**config.mk**
```make
export PLATFORM = sky130hd
export DESIGN_NAME = mux_rr_stream
export DESIGN_NICKNAME = d
export VERILOG_FILES = /design/src/rtl/mux_pkg.sv /design/src/rtl/rr_arbiter.sv /design/src/rtl/mux_rr_stream.sv
export SDC_FILE = /design/constraint.sdc
export NUM_CORES = 1
export LEC_CHECK = 0
export CAP_MARGIN = 20
export CORE_MARGIN = 1.5
export CORE_UTILIZATION = 39
export CTS_CLUSTER_SIZE = 8
export DETAILED_ROUTE_END_ITERATION = 12
export GPL_ROUTABILITY_DRIVEN = 0
export HOLD_SLACK_MARGIN = 0.12
export PLACE_DENSITY_LB_ADDON = 0.1
export SYNTH_ARGS = -nofsm -noshare
export SYNTH_HDL_FRONTEND = slang
export SYNTH_HIERARCHICAL = 1
export SYNTH_SLANG_ARGS = --single-unit
```
**constraint.sdc**
```tcl
create_clock -name clk -period 5.5 [get_ports clk]
set_input_delay 1.1 -clock clk [delete_from_list [all_inputs] [get_ports clk]]
set_output_delay 1.1 -clock clk [all_outputs]
set_load 0.005 [all_outputs]
```
**src/rtl/mux_pkg.sv**
```systemverilog
// rtl/mux_pkg.sv - shared types, defaults and helpers for round-robin stream muxes
//
// Contents:
//   clog2_min1(n) : index width for n items, never below 1 bit
//   DEF_N, DEF_W  : default channel count and data width
//   arb_state_t   : ARB (free round-robin) / LOCK (held on one channel mid-packet)
package mux_pkg;

    localparam int DEF_N = 4;
    localparam int DEF_W = 8;

    typedef enum logic {
        ARB  = 1'b0,
        LOCK = 1'b1
    } arb_state_t;

    function automatic int clog2_min1(input int n);
        return (n > 1) ? $clog2(n) : 1;
    endfunction

endpackage

```
**src/rtl/rr_arbiter.sv**
```systemverilog
// rtl/rr_arbiter.sv - combinational round-robin arbiter with rotating start pointer
//
// Parameters:
//   N       : number of requesters (>= 1)
// Ports:
//   req     : input  [N-1:0]     request per requester
//   ptr     : input  [SEL_W-1:0] highest-priority index, must be < N
//   gnt_vld : output             some requester is granted
//   gnt_idx : output [SEL_W-1:0] index of first set req at or after ptr, modulo N
import mux_pkg::*;

module rr_arbiter #(
    parameter int N     = DEF_N,
    parameter int SEL_W = clog2_min1(N)
) (
    input  logic [N-1:0]     req,
    input  logic [SEL_W-1:0] ptr,
    output logic             gnt_vld,
    output logic [SEL_W-1:0] gnt_idx
);

    function automatic int wrap_idx(input int p, input int k);
        int s;
        s = p + k;
        if (s >= N) s = s - N;
        return s;
    endfunction

    // Scan from the farthest position back to ptr so the last hit written
    // is the closest one to ptr, which is the winner.
    always_comb begin
        gnt_vld = 1'b0;
        gnt_idx = '0;
        for (int k = N - 1; k >= 0; k--) begin
            if (req[wrap_idx(int'(ptr), k)]) begin
                gnt_vld = 1'b1;
                gnt_idx = SEL_W'(wrap_idx(int'(ptr), k));
            end
        end
    end

endmodule

```
**src/rtl/mux_rr_stream.sv**
```systemverilog
// rtl/mux_rr_stream.sv - N-to-1 round-robin stream multiplexer with registered output
//
// Optional feature macro: MUX_RR_PKT_LOCK_EN (adds in_last/out_last and packet locking)
//
// Parameters:
//   N : number of input channels (>= 1)
//   W : data width per channel
// Ports:
//   clk       : input                clock, rising edge
//   rst       : input                asynchronous reset, active high
//   in_data   : input  [N*W-1:0]     channel i at [i*W +: W]
//   in_valid  : input  [N-1:0]       per-channel valid
//   in_ready  : output [N-1:0]       per-channel accept, one-hot or zero
//   in_last   : input  [N-1:0]       (macro only) last word of a packet
//   out_data  : output [W-1:0]       registered selected data
//   out_valid : output               out_data holds an untaken word
//   out_ready : input                consumer accepts out_data
//   out_sel   : output [SEL_W-1:0]   channel that supplied out_data
//   out_last  : output               (macro only) registered in_last of that word
import mux_pkg::*;

module mux_rr_stream #(
    parameter int N = DEF_N,
    parameter int W = DEF_W,
    localparam int SEL_W = clog2_min1(N)
) (
    input  logic             clk,
    input  logic             rst,
    input  logic [N*W-1:0]   in_data,
    input  logic [N-1:0]     in_valid,
    output logic [N-1:0]     in_ready,
`ifdef MUX_RR_PKT_LOCK_EN
    input  logic [N-1:0]     in_last,
    output logic             out_last,
`endif
    output logic [W-1:0]     out_data,
    output logic             out_valid,
    input  logic             out_ready,
    output logic [SEL_W-1:0] out_sel
);

    logic [SEL_W-1:0] ptr;
    logic [SEL_W-1:0] ptr_next;
    logic [N-1:0]     req;
    logic             gnt_vld;
    logic [SEL_W-1:0] gnt_idx;
    logic             load;
    logic             xfer;

    // Output register can take a word when empty or being drained this cycle.
    assign load = !out_valid || out_ready;
    assign xfer = load && gnt_vld && !rst;

`ifdef MUX_RR_PKT_LOCK_EN
    arb_state_t       state;
    logic [SEL_W-1:0] lock_ch;
    logic             gnt_last;

    // While locked, only the owning channel may request.
    always_comb begin
        req = in_valid;
        if (state == LOCK) begin
            req          = '0;
            req[lock_ch] = in_valid[lock_ch];
        end
    end

    assign gnt_last = in_last[gnt_idx];
`else
    assign req = in_valid;
`endif

    rr_arbiter #(
        .N     (N),
        .SEL_W (SEL_W)
    ) u_arb (
        .req     (req),
        .ptr     (ptr),
        .gnt_vld (gnt_vld),
        .gnt_idx (gnt_idx)
    );

    always_comb begin
        in_ready = '0;
        if (xfer) in_ready[gnt_idx] = 1'b1;
    end

    assign ptr_next = (int'(gnt_idx) == N - 1) ? '0 : SEL_W'(int'(gnt_idx) + 1);

    always_ff @(posedge clk or posedge rst) begin
        if (rst) begin
            out_data  <= '0;
            out_sel   <= '0;
            out_valid <= 1'b0;
            ptr       <= '0;
`ifdef MUX_RR_PKT_LOCK_EN
            out_last  <= 1'b0;
            state     <= ARB;
            lock_ch   <= '0;
`endif
        end else if (load) begin
            if (gnt_vld) begin
                out_data  <= in_data[int'(gnt_idx)*W +: W];
                out_sel   <= gnt_idx;
                out_valid <= 1'b1;
`ifdef MUX_RR_PKT_LOCK_EN
                out_last  <= gnt_last;
                // Pointer moves on packet boundaries only, so a packet's
                // words are never interleaved with other channels.
                if (gnt_last) begin
                    ptr   <= ptr_next;
                    state <= ARB;
                end else begin
                    state   <= LOCK;
                    lock_ch <= gnt_idx;
                end
`else
                ptr       <= ptr_next;
`endif
            end else begin
                out_valid <= 1'b0;
            end
        end
    end

endmodule

```
# After elaboration in Yosys (flattened, before gate mapping)
# Index checks and enable logic that the tools add are counted.
# classes
n_shift	1
eq_ne	1
order_cmp	10
muxes	29
reduce_logical	7
n_addsub	8
# op_table
operator	count
< comparator 32 x 4 -> 1 bit (second input constant)	4
2-to-1 mux 32 bit	4
greater-or-equal comparator 32 x 4 -> 1 bit (second input constant)	3
subtractor 32 x 4 -> 32 bit (second input constant)	3
variable part select 32 x 6 -> 8 bit	1
2-to-1 mux 1 bit	14
2-to-1 mux 2 bit	5
binary-select mux 1 bit (select 2 bit)	4
adder 2 x 2 -> 3 bit (second input constant)	2
2-to-1 mux 4 bit	1
subtractor 2 x 3 -> 4 bit (second input constant)	1
adder 2 x 1 -> 3 bit (second input constant)	1
greater-or-equal comparator 2 x 3 -> 1 bit (second input constant)	1
logical AND 1 bit	3
< comparator 2 x 3 -> 1 bit (second input constant)	1
adder 2 x 1 -> 2 bit (second input constant)	1
demux 1 bit (select 2 bit)	1
equality test 2 x 1 -> 1 bit (second input constant)	1
greater-or-equal comparator 2 x 1 -> 1 bit (second input constant)	1
zero test 1 bit	2
AND reduction 2 bit	1
logical OR 1 bit	1
# totals
input_bits	39
elab_cells	60
regBits	13

# Depth between registers and ports, before layout
# Gate-level depths: netlist (run 1).
# logic_depth
word_depth	15
ltp_mapped	7

# By module
# The synthesis (run 1) kept the hierarchy.
# by_module_without_submodules
module	seq_area_each_um2	area_each_um2	cells_per_inst	instances
mux_rr_stream	325.3	777.0	51	1
rr_arbiter	0.0	77.6	13	1

# Worst setup path after synthesis (run 1)
# Ideal clock, no wire load.
# synth_path
path_kind	input to output
start	input in_valid[3]
end	output in_ready[1]
n_path_buf	1
path_slack_ns	2.291
cell_stages	7
t_arrival_ns	2.109
path_cell_list	nand2b_1 a211oi_1 nor2_1 buf_2 inv_1 ha_1 nor3b_1
# synth_via
elab_chain_len	12
elab_cells_between_ends	28
classes_between	order compare: 2; mux: 23; reduce/logical: 3
# synth_lines
item	line	source
start: declaration	mux_rr_stream.sv:30	input logic [N-1:0] in_valid,
binary-select mux 1 bit (select 2 bit)	rr_arbiter.sv:35	if (req[wrap_idx(int'(ptr), k)]) begin
2-to-1 mux 1 bit (not written as such) (2 in series)	rr_arbiter.sv:35	
2-to-1 mux 2 bit (3 in series)	rr_arbiter.sv:35	
2-to-1 mux 2 bit *	rr_arbiter.sv:35	
named net gnt_idx[1]	mux_rr_stream.sv:46	logic [SEL_W-1:0] gnt_idx;
< comparator 2 x 3 -> 1 bit (not written as such) or greater-or-equal comparator 2 x 1 -> 1 bit (tied branches)	mux_rr_stream.sv:85	if (xfer) in_ready[gnt_idx] = 1'b1;
logical AND 1 bit (not written as such)	mux_rr_stream.sv:85	
2-to-1 mux 1 bit (not written as such)	mux_rr_stream.sv:85	
demux 1 bit (select 2 bit) *	mux_rr_stream.sv:85	
2-to-1 mux 4 bit *	mux_rr_stream.sv:85	
end: declaration	mux_rr_stream.sv:31	output logic [N-1:0] in_ready,
# The timed path passes the listed nets; every way through them passes the cells marked *. The select of a mux whose other input is x is not followed.

# Final worst setup path (run 1)
# layout_path
start	input in_valid[3]
end	output in_ready[0]
# Same word-level chain as after synthesis.

==> results of run 1 <==
-- through the flow --
step                      util (%)  cell area (µm²)  hold slack [ps]
after floorplan                  -              855              501
after global placement        69.9             1410              487
after detailed placement      69.9             1410              496
after CTS                     71.2             1440              517
after global routing          71.2             1440              535
final                         71.2             1440              510
-- registers in the layout, summed over array words and instances, names as in the netlist --
name       count
ptr            2
out_data       8
out_valid      1
out_sel        2
-- worst reg2reg max path, stage by stage (launching register included) --
cell	delay (ps)
dfrtp_1	450
mux2i_1	160
a211oi_2	600
buf_4	300
mux4_1	550
mux2_2	270
-- layout by cell type, fill, tap and decap left out, types with 2 or more instances in the layout --
cell / n
clkdlybuf4s50_1: 53
dfrtp_1: 13
mux2_2: 12
mux4_2: 7
nor2_1: 5
nor3b_1: 5
nand2b_1: 4
ha_1: 4
nand2_1: 3
inv_1: 3
clkbuf_4: 3
buf_4: 2
-- layout make-up --
type / instances / area, µm² / share of cell area [%]
Tap cell: 27 / 33.8 / 2.35
Clock buffer: 3 / 22.5 / 1.56
Clock inverter: 1 / 5.00 / 0.348
Sequential cell: 13 / 325 / 22.6
Inverter: 3 / 11.3 / 0.782
Multi-Input combinational cell: 45 / 497 / 34.5
Timing Repair Buffer: 55 / 546 / 37.9
-- final timing paths --
kind	from	endpoint	depth (start not counted)
setup / recovery	in_valid[3]	in_ready[0]	7
hold / removal	out_data[5]	out_data[5]	1
setup reg to reg	ptr[1]	out_data[1]	5
hold reg to reg	out_data[5]	out_data[5]	1
max in group asynchronous	rst	out_data[2]	2
min in group asynchronous	rst	out_data[3]	2
-- cells by family after synthesis --
logic type                 synth area share (%)
DFF                                        38.1
adders and majority gates                  5.86
buffers and inverters                      3.81
and+or+nand+nor                            10.8
muxes                                      38.5
AOI/OAI and AO/OA                          2.93
-- power by group --
group | total, W | switching [W] | internal (W)
clock | 0.0000608 | 0.0000339 | 0.0000269
sequential | 0.000169 | 0.0000291 | 0.000140
combinational | 0.000287 | 0.0000936 | 0.000194
total | 0.000517 | 0.000157 | 0.000361
-- layer usage --
metal	share of wire, %	vias to the layer above	wire, µm	GRT usage, %
li1	-	353	-	-
met1	40	362	777	18.4
met2	54	35	1050	32.9
met3	6.3	0	123	3.33
met4	0	0	0	4.17
met5	0	-	0	0
==> metrics.md, run 1 <==
| Metric | Value |
|---|---|
| Primary FF master, synth | `dfrtp_1` |
| Final worst-path setup slack | `~1100 ps` |
| Reg-to-reg setup timing slack | `3070 ps` |
| Mapped Avg Cell Area | `around 13 µm²` |
| Detailed placer's ending HPWL | `approximately 1.6 mm` |
| Tot Pwr | `between 0.0005 and 0.0006 W` |
| Cell with the most instances after synthesis | `dfrtp_1` |
| Site Rows | `16` |
| LEAKAGE | `around 0.57 nW` |
| First-pass GRT wire length | `3.20 mm` |
| Worst-path clk slew | `90 ps` |
| Initial antenna violation count | `0` |
| Mapped Cells | `64` |
| Antenna cells | `0` |
| Port Buffer Count | `53` |
| Startpoint Class | `primary input` |
| RSZ-0062 raised after global routing | `no` |
| Slew Viols, Final | `0` |
| Type of the worst min-delay path | `reg2reg` |
| CTS tree | `done` |
| Via density | `slightly above 5` |
| Unique masters post-synth | `16` |
| Area growth, synth to finish | `68.5%` |
| VDD IR max | `0.246 mV` |
| Synth Net Count | `between 100 and 150` |
| Antenna Violating Nets Remaining | `0` |
| Die span in y | `roughly 50 µm` |
| Dpl cells | `around 140` |
| Synth top area share | `38.1%` |
| Fillers | `148` |
| Die Width | `49.8 µm` |
| Cts bufs inserted | `3` |
| Clk sink count | `13` |
| DR iter-0 viols | `11` |
| Clock Latency Late Sink | `about 270 ps` |
| Setup tns final | `0 ps` |
| Synth Warn # | `6` |
| Worst-margin pin slew | `around 650 ps` |
| Setup WS pre-CTS | `about 1100 ps` |
| Largest cells by area after synthesis | `dfrtp_1 38%, mux4_2 18%, mux2_2 16%` |
| Core ar. | `between 2000 and 2500 µm²` |
| Vias in the first global route | `782` |
| Final setup fails | `0` |
| Leading area contributor after synthesis | `dfrtp_1` |
| Drt pass-1 iters | `6` |
| Die area | `approximately 2500 µm²` |
| Sequential fraction of the synthesis area | `roughly two fifths` |
| Post-synth EDFFs | `0` |
| Final Hold Fails | `0` |
| Max-capacitance violation count | `0` |
| Clock Tree Buf Depth | `2` |
| Crit path max fanout | `7` |
| Initial Util | `between 40% and 50%` |
| Io pins | `54` |
| Final std cells w/o fill | `147` |
| Detailed Route WL | `around 2.0 mm` |
| Critical path's top delay family | `buffers and inverters` |
| Root Buffer | `clkbuf_4` |
| # nets final | `~160` |
| CP Data Arrival Time | `3310 ps` |
| Cell Pwr Density | `between 300 and 400 nW/µm²` |
| Yosys reg bits | `13` |
| Fin crit share | `between 80% and 90%` |
| Post-layout min period | `around 4400 ps` |
| Outcome | `finished, final reports clean` |
| Total gr overflow | `0` |
| Avg WL per Cell | `around 13 µm` |
| Vias | `750` |
| Layout cell share with drive strength beyond 1 | `between 20% and 30%` |
| Crit path kind | `in2out` |
| Setup Buffers After CTS | `0` |
| Max Clock Skew | `~3.1 ps` |
| Ys async rst share | `100%` |
| CP most frequent cell | `clkdlybuf4s50_1` |
| H-tree Lvls | `1` |
| Largest net degree at the start of global routing | `17` |
| Post-Syn Area | `between 800 and 900 µm²` |
| Worst path buffer plus inverter count | `3` |
| Slew Limit Headroom | `56.5%` |
| Hold buffer count at cts | `0` |
| DRC viols | `0` |
| Max Freq | `about 230 MHz` |
| Worst setup EP type | `primary output` |
| Most frequent cells after synthesis | `13 x dfrtp_1, 12 x mux2_2, 7 x mux4_2` |
| Critical Path Slowest Stage Cell | `a211oi_2` |
| Crit-path max cell delay | `approximately 600 ps` |
| # resized after CTS | `0` |
| Crit path cell chain | `clkdlybuf4s50_1, mux2i_1, a211oi_2, inv_1, ha_1, nor3b_1, clkdlybuf4s50_1` |
| GRT Overall Usage | `16.9%` |
| Worst Path Required | `approximately 4400 ps` |
No activity file was read; power rests on OpenSTA's default activity.
==> run 2, diff against run 1 <==
--- a/config.mk
+++ b/config.mk
@@ -7,7 +7,7 @@
 export LEC_CHECK = 0
 export CAP_MARGIN = 20
 export CORE_MARGIN = 1.5
-export CORE_UTILIZATION = 39
+export CORE_UTILIZATION = 32
 export CTS_CLUSTER_SIZE = 8
 export DETAILED_ROUTE_END_ITERATION = 12
 export GPL_ROUTABILITY_DRIVEN = 0
==> constraint.sdc (replaced) <==
create_clock -name clk -period 3.7 [get_ports clk]
set_input_delay 0.74 -clock clk [delete_from_list [all_inputs] [get_ports clk]]
set_output_delay 0.74 -clock clk [all_outputs]
set_load 0.005 [all_outputs]
==> metrics.md, run 2 (synthesis results as in run 1) <==
| Metric | Value |
|---|---|
| Root Buffer | `clkbuf_4` |
| Die Width | `54.7 µm (+9.8%)` |
| Port Buffer Count | `53 (unchanged)` |
| Worst Path Required | `2960 ps (-1440 ps)` |
| Hold_sp | `out_data[4]` |
| Worst hold stages | `1 (unchanged)` |
| Flop pwr share | `31.8% (-0.9 points)` |
| Antenna Violating Nets Remaining | `0 (unchanged)` |
| Clk sink count | `13 (unchanged)` |
| Vias in the first global route | `724 (-7.4%)` |
| Crit Reg-Reg Endpoint | `out_data[1]` |
| Area growth, synth to finish | `74.1%` |
| Site Rows | `18 (+2)` |
| Largest registers | `out_data (8), out_sel (2), ptr (2)` |
| Initial Util | `34.2% (-8.1 points)` |
| Worst Hold End | `out_data[4]` |
| Hold buffer count at cts | `0 (unchanged)` |
| LEAKAGE | `0.597 nW (+4.0%)` |
| Max Freq | `between 200 and 300 MHz` |
| Post-layout min period | `3480 ps` |
| First-pass GRT wire length | `3.04 mm (-5.2%)` |
| Final setup fails | `0 (unchanged)` |
| Setup tns final | `0 ps (unchanged)` |
| Most frequent cells in the layout | `53 x clkdlybuf4s50_1, 13 x dfrtp_1, 12 x mux2_2, 7 x mux4_2, 7 x buf_4` |
| CTS tree | `done` |
| Outcome | `finished, final reports clean` |
| # nets final | `169 (+3.0%)` |
| Slew Viols, Final | `0 (unchanged)` |
| Most common cell after layout, fill and taps aside | `clkdlybuf4s50_1` |
| Cell Pwr Density | `532 nW/µm² (+48%)` |
| Largest net degree at the start of global routing | `14 (-3)` |
| CP Data Arrival Time | `2740 ps (-570 ps)` |
| H-tree Lvls | `1 (unchanged)` |
| Final std cells w/o fill | `155 (+5.4%)` |
| Cell-internal power | `0.000558 W (+55%)` |
| # resized after CTS | `0 (unchanged)` |
| Reg2reg start | `ptr[1]` |
| Via density | `4.85 (-4.9%)` |
| Vias | `752 (+0.27%)` |
| Biggest register | `out_data` |
| Clock Latency Late Sink | `270 ps (about the same)` |
| DR iter-0 viols | `5 (-6)` |
| Sw frac | `29.5% (-0.77 points)` |
| R2R cell count | `5 (unchanged)` |
| Cts bufs inserted | `3 (unchanged)` |
| Worst-margin pin slew | `534 ps (-117 ps)` |
| Tot Pwr | `0.000791 W (+53%)` |
| Clock power frac | `11.0% (-0.8 points)` |
| Type of the worst min-delay path | `reg2reg` |
| Dpl cells | `151 (+5.6%)` |
| Layout cell share with drive strength beyond 1 | `25.6% (+3.9 points)` |
| Max reg flops | `8 (unchanged)` |
| Startpoint Class | `primary input` |
| Max-capacitance violation count | `0 (unchanged)` |
| RSZ-0062 raised after global routing | `no` |
| Die area | `2990 µm² (+20%)` |
| GRT Overall Usage | `14.4% (-2.5 points)` |
| Final Hold Fails | `0 (unchanged)` |
| Sw power | `0.000233 W (+49%)` |
| Crit path max fanout | `5 (-2)` |
| Setup Buffers After CTS | `0 (unchanged)` |
| Core ar. | `2500 µm² (+24%)` |
| Reg-to-reg setup timing slack | `1490 ps (-1580 ps)` |
| Clock Tree Buf Depth | `2 (unchanged)` |
| Die span in y | `54.7 µm (+9.8%)` |
| Total gr overflow | `0 (unchanged)` |
| Fin crit share | `94.0%` |
| Detailed Route WL | `2.03 mm (+3.8%)` |
| Avg WL per Cell | `13.1 µm (-1.6%)` |
| Worst-path clk slew | `80 ps (about the same)` |
| Crit path kind | `in2out` |
| Share of total power in combinational logic | `57.3% (+1.7 points)` |
| Worst setup EP type | `primary output` |
| Slew Limit Headroom | `64.4% (+7.8 points)` |
| Max Clock Skew | `3.50 ps (+0.373 ps)` |
| Antenna cells | `0 (unchanged)` |
| Drt pass-1 iters | `4 (-2)` |
| Detailed placer's ending HPWL | `1.68 mm (+5.2%)` |
| Io pins | `54 (unchanged)` |
| Fin Hold WS | `508 ps (-2.62 ps)` |
| Initial antenna violation count | `0 (unchanged)` |
| DRC viols | `0 (unchanged)` |
| VDD IR max | `0.307 mV (+25%)` |
[run 2: cell types whose count changed in the layout (fill, tap and decap cells not counted), sizes merged]
cell,delta
buf,+5
clkbuf,+1
clkinv,-1
[run 2: routing by layer]
layer	global-route usage [%]	routed length, µm	up-vias
li1	-	-	358
met5	0	0	-
met3	3.83	140	2
met1	16.3	844	368
met2	25.4	1030	24
met4	5.83	10	0
[run 2: how the worst max path moves through the flow]
stage                      startpoint     endpoint  cells after the start
after global routing      in_valid[3]  in_ready[1]                      6
after detailed placement  in_valid[1]  in_ready[3]                      7
after CTS                 in_valid[1]  in_ready[3]                      7
final                     in_valid[3]  in_ready[3]                      6
after global placement    in_valid[3]  in_ready[3]                      6
after floorplan           in_valid[3]  in_ready[1]                      7
[run 2: critical path: stages]
cell             delay [ps]
clkdlybuf4s50_1         520
mux2i_1                 110
a211oi_2                400
ha_1                    230
nor3b_1                 200
clkdlybuf4s50_1         530
[run 2: power groups by stage]
stage / Clock [W] / Combinational, W / Sequential, W
2_1_floorplan: 0 / 0.000230 / 0.000252
3_3_place_gp: 0 / 0.000450 / 0.000250
3_5_place_dp: 0 / 0.000455 / 0.000253
4_1_cts: 0.0000936 / 0.000457 / 0.000251
5_1_grt: 0.000101 / 0.000497 / 0.000264
6_report: 0.0000867 / 0.000453 / 0.000251
[run 2: cell type report]
cell class | count | area, µm²
fillers | 210 | 1010
clock buffers | 4 | 26.3
repair buffers | 60 | 583
well taps | 30 | 37.5
multi-input cells | 45 | 504
inverters | 3 | 11.3
flip-flops and latches | 13 | 325
[run 2: metrics by stage]
stage	area, µm²	util [%]	setup slack, ps
2_1_floorplan	855	-	1210
5_1_grt	1490	59.5	70.2
3_5_place_dp	1450	58.2	190
4_1_cts	1480	59.2	173
6_report	1490	59.5	223
3_3_place_gp	1450	58.2	261
==> run 3, diff against run 2 <==
--- a/config.mk
+++ b/config.mk
@@ -6,13 +6,14 @@
 export NUM_CORES = 1
 export LEC_CHECK = 0
 export CAP_MARGIN = 20
-export CORE_MARGIN = 1.5
+export CORE_MARGIN = 2
 export CORE_UTILIZATION = 32
 export CTS_CLUSTER_SIZE = 8
 export DETAILED_ROUTE_END_ITERATION = 12
 export GPL_ROUTABILITY_DRIVEN = 0
 export HOLD_SLACK_MARGIN = 0.12
 export PLACE_DENSITY_LB_ADDON = 0.1
+export SKIP_CTS_REPAIR_TIMING = 1
 export SYNTH_ARGS = -nofsm -noshare
 export SYNTH_HDL_FRONTEND = slang
 export SYNTH_HIERARCHICAL = 1
==> metrics.md, run 3 (synthesis results as in run 1) <==
| Metric | Value |
|---|---|
| Antenna cells | `0 (unchanged)` |
| Crit-path max cell delay | `530 ps (about the same)` |
| Worst-path clk slew | `80 ps (about the same)` |
| Initial antenna violation count | `0 (unchanged)` |
| Final worst-path setup slack | `233 ps (+9.51 ps)` |
| Crit path max fanout | `5 (unchanged)` |
| CP endpoint | `in_ready[3]` |
| RSZ-0062 raised after global routing | `no` |
| Reg-to-reg setup timing slack | `1490 ps (about the same)` |
| Worst Path Required | `2960 ps (about the same)` |
| Clock Latency Late Sink | `280 ps (about the same)` |
| R2R cell count | `5 (unchanged)` |
| Vias | `749 (-0.40%)` |
| Via density | `4.90 (+0.90%)` |
| Setup tns final | `0 ps (unchanged)` |
| Drt pass-1 iters | `4 (unchanged)` |
| First-pass GRT wire length | `3.43 mm (+13%)` |
| Crit Reg-Reg Endpoint | `out_data[1]` |
| Io pins | `54 (unchanged)` |
| Type of the worst min-delay path | `reg2reg` |
| Avg WL per Cell | `12.9 µm (-1.1%)` |
| Layout Utilization | `58.6% (-0.90 points)` |
| Largest net degree at the start of global routing | `14 (unchanged)` |
| Cts bufs inserted | `3 (unchanged)` |
| Worst setup EP type | `primary output` |
| Most common cell after layout, fill and taps aside | `clkdlybuf4s50_1` |
| Final setup fails | `0 (unchanged)` |
| Met3 WL post-DR | `153 µm (+9.3%)` |
| DR iter-0 viols | `13 (+8)` |
| Setup crit start | `in_valid[3]` |
| Critical Path Slowest Stage Cell | `clkdlybuf4s50_1` |
| Site Rows | `18 (unchanged)` |
| Met2 Routed Length | `990 µm (-4.1%)` |
| Max reg flops | `8 (unchanged)` |
| Max Freq | `288 MHz (+0.27%)` |
| Tot Pwr | `0.000779 W (-1.6%)` |
| Most frequent cells in the layout | `53 x clkdlybuf4s50_1, 13 x dfrtp_1, 12 x mux2_2, 7 x mux4_2` |
| LEAKAGE | `0.586 nW (-1.9%)` |
| Die Width | `55.7 µm (+1.8%)` |
| Detailed Route WL | `1.98 mm (-2.4%)` |
| Max Used Layer | `met4` |
| Detailed placer's ending HPWL | `1.60 mm (-4.6%)` |
| # nets final | `167 (-1.2%)` |
| DRT met1 WL | `813 µm (-3.7%)` |
| Port Buffer Count | `53 (unchanged)` |
| Reg2reg start | `ptr[1]` |
| Biggest register | `out_data` |
| CP most frequent cell | `clkdlybuf4s50_1` |
| CP Data Arrival Time | `2730 ps (about the same)` |
| Crit path cell chain | `clkdlybuf4s50_1, mux2i_1, a211oi_2, ha_1, nor3b_1, clkdlybuf4s50_1` |
| Setup WS pre-CTS | `223 ps (+33.0 ps)` |
| Startpoint Class | `primary input` |
| Final Hold Fails | `0 (unchanged)` |
| H-tree Lvls | `1 (unchanged)` |
| Initial Util | `34.2% (unchanged)` |
| CTS tree | `done` |
| GRT Overall Usage | `13.6% (-0.78 points)` |
| Post-layout min period | `3470 ps (-9.51 ps)` |
| Crit path kind | `in2out` |
| DRC viols | `0 (unchanged)` |
| Max Clock Skew | `6.38 ps (+2.87 ps)` |
| Worst hold stages | `1 (unchanged)` |
| Fin crit share | `93.7% (-0.26 points)` |
| Root Buffer | `clkbuf_4` |
| Slew Limit Headroom | `64.2% (-0.17 points)` |
| Total gr overflow | `0 (unchanged)` |
| VDD IR max | `0.305 mV (-0.66%)` |
| Core ar. | `2500 µm² (unchanged)` |
| Slew Viols, Final | `0 (unchanged)` |
| Clock Tree Buf Depth | `2 (unchanged)` |
| Largest registers | `out_data (8), out_sel (2), ptr (2)` |
| Worst-margin pin slew | `537 ps (+2.54 ps)` |
| Max-capacitance violation count | `0 (unchanged)` |
| Fin Hold WS | `508 ps (+0.528 ps)` |
| Cell Pwr Density | `532 nW/µm² (about the same)` |
| Die span in y | `55.7 µm (+1.8%)` |
| Vias in the first global route | `822 (+14%)` |
| Layout cell share with drive strength beyond 1 | `22.8% (-2.8 points)` |
| Die area | `3100 µm² (+3.7%)` |
| Antenna Violating Nets Remaining | `0 (unchanged)` |
| Area growth, synth to finish | `71.4%` |
| Clk sink count | `13 (unchanged)` |
| Outcome | `finished, final reports clean` |
run 3: cell types whose count changed in the layout (fill, tap and decap cells not counted), sizes merged:
| cell | change |
|---|---|
| buf | -2 |
run 3: area by class of cell:
class	count	area, µm²
Fill cell	224	1030
Timing Repair Buffer	58	568
Inverter	3	11.3
Multi-Input combinational cell	45	497
Sequential cell	13	325
Clock buffer	4	26.3
Tap cell	30	37.5
run 3: stage by stage:
step / cells / area (µm²)
finish: 153 / 1470
global route: 153 / 1470
CTS: 153 / 1470
detailed placement: 149 / 1440
global placement: 149 / 1440
floorplan: 64 / 855
run 3: worst min-delay path by stage:
stage	start	to	slack (ps)
global placement	out_data[0]	out_data[0]	490
floorplan	out_valid	out_valid	500
finish	out_data[2]	out_data[2]	510
detailed placement	out_data[2]	out_data[2]	490
CTS	out_data[2]	out_data[2]	510
global route	out_data[4]	out_data[4]	540
run 3: report_power, final:
part | switching, W | total (W) | internal (W)
Combinational | 0.000140 | 0.000439 | 0.000300
Sequential | 0.0000413 | 0.000249 | 0.000208
Clock | 0.0000485 | 0.0000903 | 0.0000418
run 3: routing by layer:
layer  track usage (%)  up-vias
met5                 0        -
met2              23.5       32
li1                  -      354
met4              3.14        0
met3              5.58        4
met1              15.8      359
run 3: critical path: cells and delay by family:
family / cells / cell delay (ps)
buffers and inverters: 2 / 1040
adders and majority gates: 1 / 250
AOI/OAI and AO/OA: 1 / 430
muxes: 1 / 100
and+or+nand+nor: 1 / 180
